[src/rtl/trade_report_tx.sv]
// Serialises one trade result as a framed UART 8N1 packet:
// HEADER, {6'b0,action}, profit[15:8], profit[7:0], checksum, FOOTER.
module trade_report_tx #(
    parameter int         CLK_FREQ = 50_000_000,
    parameter int         BAUD     = 9600,
    parameter logic [7:0] HEADER   = 8'hAA,
    parameter logic [7:0] FOOTER   = 8'h55
) (
    input  logic        clk,
    input  logic        rst,
    input  logic        report_valid,
    output logic        report_ready,
    input  logic [1:0]  action,
    input  logic [15:0] profit,
    output logic        uart_tx,
    output logic        busy,
    output logic        frame_done,
    output logic [1:0]  dbg_state
);

    localparam int CLKS_PER_BIT = CLK_FREQ / BAUD;
    localparam int CNT_W        = (CLKS_PER_BIT > 2) ? $clog2(CLKS_PER_BIT) : 1;
    localparam logic [CNT_W-1:0] BAUD_LAST = CNT_W'(CLKS_PER_BIT - 1);

    typedef enum logic [1:0] {IDLE, START, DATA, STOP} state_t;

    state_t           state, state_n;
    logic [CNT_W-1:0] baud_cnt, baud_cnt_n;
    logic [2:0]       bit_idx, bit_idx_n;
    logic [2:0]       byte_idx, byte_idx_n;
    logic [1:0]       action_q;
    logic [15:0]      profit_q;
    logic [7:0]       byte_n;
    logic             tx_n, done_n, accept, bit_end;

    // Handshake: a result transfers on the rising edge where report_valid && report_ready;
    // ready is high only in IDLE, so valid held during a frame is simply not seen until IDLE.
    assign accept       = report_valid && report_ready;
    assign report_ready = (state == IDLE);
    assign busy         = (state != IDLE);
    assign dbg_state    = state;
    assign bit_end      = (baud_cnt == BAUD_LAST);

    function automatic logic [7:0] frame_byte(input logic [2:0] idx);
        logic [7:0] b1;
        b1 = {6'b0, action_q};
        case (idx)
            3'd0:    frame_byte = HEADER;
            3'd1:    frame_byte = b1;
            3'd2:    frame_byte = profit_q[15:8];
            3'd3:    frame_byte = profit_q[7:0];
            3'd4:    frame_byte = b1 ^ profit_q[15:8] ^ profit_q[7:0];
            default: frame_byte = FOOTER;
        endcase
    endfunction

    always_comb begin
        state_n    = state;
        baud_cnt_n = baud_cnt;
        bit_idx_n  = bit_idx;
        byte_idx_n = byte_idx;
        done_n     = 1'b0;
        case (state)
            IDLE: begin
                if (report_valid) begin
                    state_n    = START;
                    baud_cnt_n = '0;
                    bit_idx_n  = '0;
                    byte_idx_n = '0;
                end
            end
            START: begin
                baud_cnt_n = bit_end ? '0 : baud_cnt + 1'b1;
                if (bit_end) state_n = DATA;
            end
            DATA: begin
                baud_cnt_n = bit_end ? '0 : baud_cnt + 1'b1;
                if (bit_end) begin
                    bit_idx_n = bit_idx + 1'b1;
                    if (bit_idx == 3'd7) state_n = STOP;
                end
            end
            STOP: begin
                baud_cnt_n = bit_end ? '0 : baud_cnt + 1'b1;
                if (bit_end) begin
                    if (byte_idx < 3'd5) begin
                        byte_idx_n = byte_idx + 1'b1;
                        state_n    = START;
                    end else begin
                        byte_idx_n = '0;
                        state_n    = IDLE;
                        done_n     = 1'b1;
                    end
                end
            end
            default: state_n = IDLE;
        endcase

        // Line level is derived from the next state so the registered output moves only on bit boundaries.
        byte_n = frame_byte(byte_idx_n);
        case (state_n)
            START:   tx_n = 1'b0;
            DATA:    tx_n = byte_n[bit_idx_n];
            default: tx_n = 1'b1;
        endcase
    end

    always_ff @(posedge clk) begin
        if (rst) begin
            state      <= IDLE;
            baud_cnt   <= '0;
            bit_idx    <= '0;
            byte_idx   <= '0;
            action_q   <= '0;
            profit_q   <= '0;
            uart_tx    <= 1'b1;
            frame_done <= 1'b0;
        end else begin
            state      <= state_n;
            baud_cnt   <= baud_cnt_n;
            bit_idx    <= bit_idx_n;
            byte_idx   <= byte_idx_n;
            uart_tx    <= tx_n;
            frame_done <= done_n;
            if (accept) begin
                action_q <= action;
                profit_q <= profit;
            end
        end
    end

endmodule
[config.mk]
export PLATFORM = sky130hd
export DESIGN_NAME = trade_report_tx
export DESIGN_NICKNAME = d
export VERILOG_FILES = /design/src/rtl/trade_report_tx.sv
export SDC_FILE = /design/constraint.sdc
export NUM_CORES = 1
export LEC_CHECK = 0
export ABC_AREA = 1
export BUFFER_PORTS_ARGS = -buffer_cell sky130_fd_sc_hd__buf_2
export CAP_MARGIN = 20
export CORE_ASPECT_RATIO = 0.5
export CORE_MARGIN = 2
export CORE_UTILIZATION = 55
export DETAILED_ROUTE_END_ITERATION = 6
export PLACE_DENSITY = 0.75
export SYNTH_ARGS = -nofsm -noshare
export SYNTH_HDL_FRONTEND = slang
export SYNTH_SLANG_ARGS = --single-unit
[constraint.sdc]
create_clock -name clk -period 2.8 [get_ports clk]
set_input_delay 0.42 -clock clk [delete_from_list [all_inputs] [get_ports clk]]
set_output_delay 0.42 -clock clk [all_outputs]
set_load 0.1 [all_outputs]
==> impl_metrics.toml <==
[clock_network]
cts_tree = "built"
cts_resized = 0
root_buffer = "clkbuf_8"
clock-sinks = 41
cts_made_buffers = 5
hold_buffers = 0
clk_latency_ns = 0.29
cts_setup_buffers = 0
cts.htree.levels = 2
clockBufferDepth = 2
clkTransAtPathRegs_ns = 0.08

[global_routing]
grt_max_degree = 23
grt_pass1_vias = 2162
grt-ovfl-total = 0
antenna_found_initial = 0
grt_usage_pct = 22.1
grt_pass1_wl_mm = 9.00

[drt]
wire_per_inst_um = 11.7
drt_pass1_iterations = 4
vias = 2319
ant_nets = 0
vias_per_cell = 5.20
routed_wl_mm = 5.20
drcViolationCount = 0
first_iter_violations = 59

[synth]
synth.cell_area_mm2 = 0.00248
synth_flop_cell = "dfxtp_1"
syn_nets = 392
avgSynthCellArea_um2 = 6.85
synth_edf_count = 0
synth_cells = 362
ys_warn_count = 0
ys_seq_area_share_pct = 33.1
async_flop_share_pct = 0
synth_cell_types = 37
ys_ff_latch = 41

[timing]
hold_viol = 0
slew_headroom_pct = 67.4
tightest_slew_ns = 0.493
rsz0062_at_grt = "no"
fin_crit_sh_pct = 84.1
maxSlewViolCount = 0
fmax_mhz = 425
fin_setup_tns_ns = 0
setup_violations = 0
finalClockSkew_ns = 0.00507
fin_crit_ns = 2.35

[cells_and_area]
layout_commonest_cell = "nand2_1"
nets = 419
area.growth.synth_to_final_pct = 11.0
utilization_pct = 63.2
drive_above_1_share_pct = 18.3
diodes = 0
final_area_mm2 = 0.00276
layout_common_cells = "76 x nand2_1, 67 x nor2_1, 39 x dfxtp_1"

[worst_setup_path]
crit_top_cell = "nand2_1"
worstSetupPathType = "reg -> reg"
worstSetupEndpointType = "flop"
worst-path-max-fanout = 7
rrSetupSlack_ns = 0.45
r2r_start = "dbg_state[0]"
cp_data_required_time_ns = 2.99
arrival_ns = 2.55
path_cells = "inv_1 -> ha_1 -> nor2_2 -> nand2_1 -> o21bai_2 -> nand2_4 -> inv_4 -> nor2_4 -> nand3_1 -> nand2_1 -> nor2_1 -> nor2_1 -> nand2_1 -> nand3_1 -> nand2_1 -> nand3_1 -> nand2_1 -> inv_1"
slowest_stage = "dfxtp_4"
cp-start-kind = "flop"
cpPeakStageDelay_ns = 0.38
startpoint = "dbg_state[0]"

[run_status]
run_status = "finished, final reports clean"

[floorplanning]
initial_core_util_pct = 56.9
fp.dieH_um = 51.5
num_rows = 17
dieArea_mm2 = 0.00510
io_pins = 27
coreArea_mm2 = 0.00436
die_w_um = 99.0

[placement]
io_buffer_count = 26
place_area_mm2 = 0.00267
dpl.hpwl_mm = 3.99
place_congestion = 0.859

[flow_run]
cap_violations = 0

[power]
power_mw = 1.23
power_density_mw_per_mm2 = 446
switching_power_mw = 0.362
seq_power_share_pct = 52.0
clockPowerShare_pct = 32.1
power.leakage_nw = 1.18
ir_drop_mv = 0.253
p_sw_share_pct = 29.4
p_comb_share_pct = 15.9
internal-power_mw = 0.867

[min_path]
hold_path_startpoint = "profit[0]"
min_path_type = "in -> reg"
[synth_stat cells (2+ instances only)]
cell,instances,share of area [%]
nand3_4,2,1.4
o21ai_0,25,5.0
nor3b_1,2,0.60
a221oi_1,2,0.71
xnor2_1,2,0.71
nor3_1,2,0.40
clkbuf_1,5,0.76
o21a_1,2,0.60
nand2_2,5,1.3
nand4_1,6,1.5
o21ai_2,2,0.71
inv_2,7,1.1
nand3_1,18,3.6
xor2_1,10,3.5
nor2_1,67,10
a21oi_1,15,3.0
nor2_2,3,0.76
o21ai_1,2,0.40
inv_4,2,0.50
a211oi_1,3,0.91
nor2_4,6,2.7
inv_1,32,4.8
nand3_2,3,1.2
nand2_4,2,0.91
nand2_1,76,11
ha_1,9,4.5
dfxtp_1,41,33
clkinv_1,2,0.30
[routing by layer]
layer / global-route usage (%) / up-vias / routed length (um)
met4: 7.99 / 0 / 73
li1: - / 1211 / -
met3: 5.51 / 10 / 225
met5: 0 / - / 0
met2: 39.1 / 52 / 2360
met1: 26.8 / 1046 / 2540
[registers in the layout (all words and copies together) (netlist names)]
register	cells
action_q	2
baud_cnt	13
bit_idx	3
byte_idx	3
dbg_state	2
frame_done	1
profit_q	16
uart_tx	1
[cells by family (layout without fill, tap and decap cells)]
family	Yosys count	after routing	share of synthesized area (%)
and+or+nand+nor	196	196	37.6
AOI/OAI and AO/OA	54	54	12.5
buffers and inverters	50	77	8.07
DFF	41	41	33.1
xor gates and xnor gates	12	12	4.24
adders and majority gates	9	9	4.54
[stage by stage]
step	setup slack [ns]	instances	hold slack, ns
final	0.445	446	0.372
after global routing	0.257	446	0.394
after CTS	0.455	446	0.374
after detailed placement	0.470	439	0.477
after global placement	0.545	439	0.469
after floorplan	0.0324	362	0.456
[power by group through the flow]
| stage | Sequential [mW] | Clock [mW] | Combinational, mW |
|---|---|---|---|
| 6_report | 0.639 | 0.395 | 0.195 |
| 5_1_grt | 0.644 | 0.428 | 0.218 |
| 4_1_cts | 0.639 | 0.401 | 0.196 |
| 3_5_place_dp | 0.653 | 0 | 0.196 |
| 3_3_place_gp | 0.652 | 0 | 0.189 |
| 2_1_floorplan | 0.670 | 0 | 0.129 |
[final cells by class]
class                           instances  area [um2]
Clock buffer                            7        86.3
Fill cell                             421        1610
Sequential cell                        41         828
Inverter                               43         169
Timing Repair Buffer                   27         138
Tap cell                               57        71.3
Multi-Input combinational cell        271        1460
[worst paths after layout]
check	depth (start not counted)	endpoint
worst min register to register	2	profit_q[11]
worst min-delay path	3	profit_q[0]
worst max-delay path	18	uart_tx
worst max register to register	18	uart_tx
[worst max-delay path, delay by kind of cell, from the launching register on]
kind / cells / cell delay (ns)
AOI/OAI and AO/OA: 1 / 0.19
adders and majority gates: 1 / 0.34
buffers and inverters: 3 / 0.23
DFF: 1 / 0.38
and+or+nand+nor: 13 / 1.09
(Power assumes the default switching activity.)
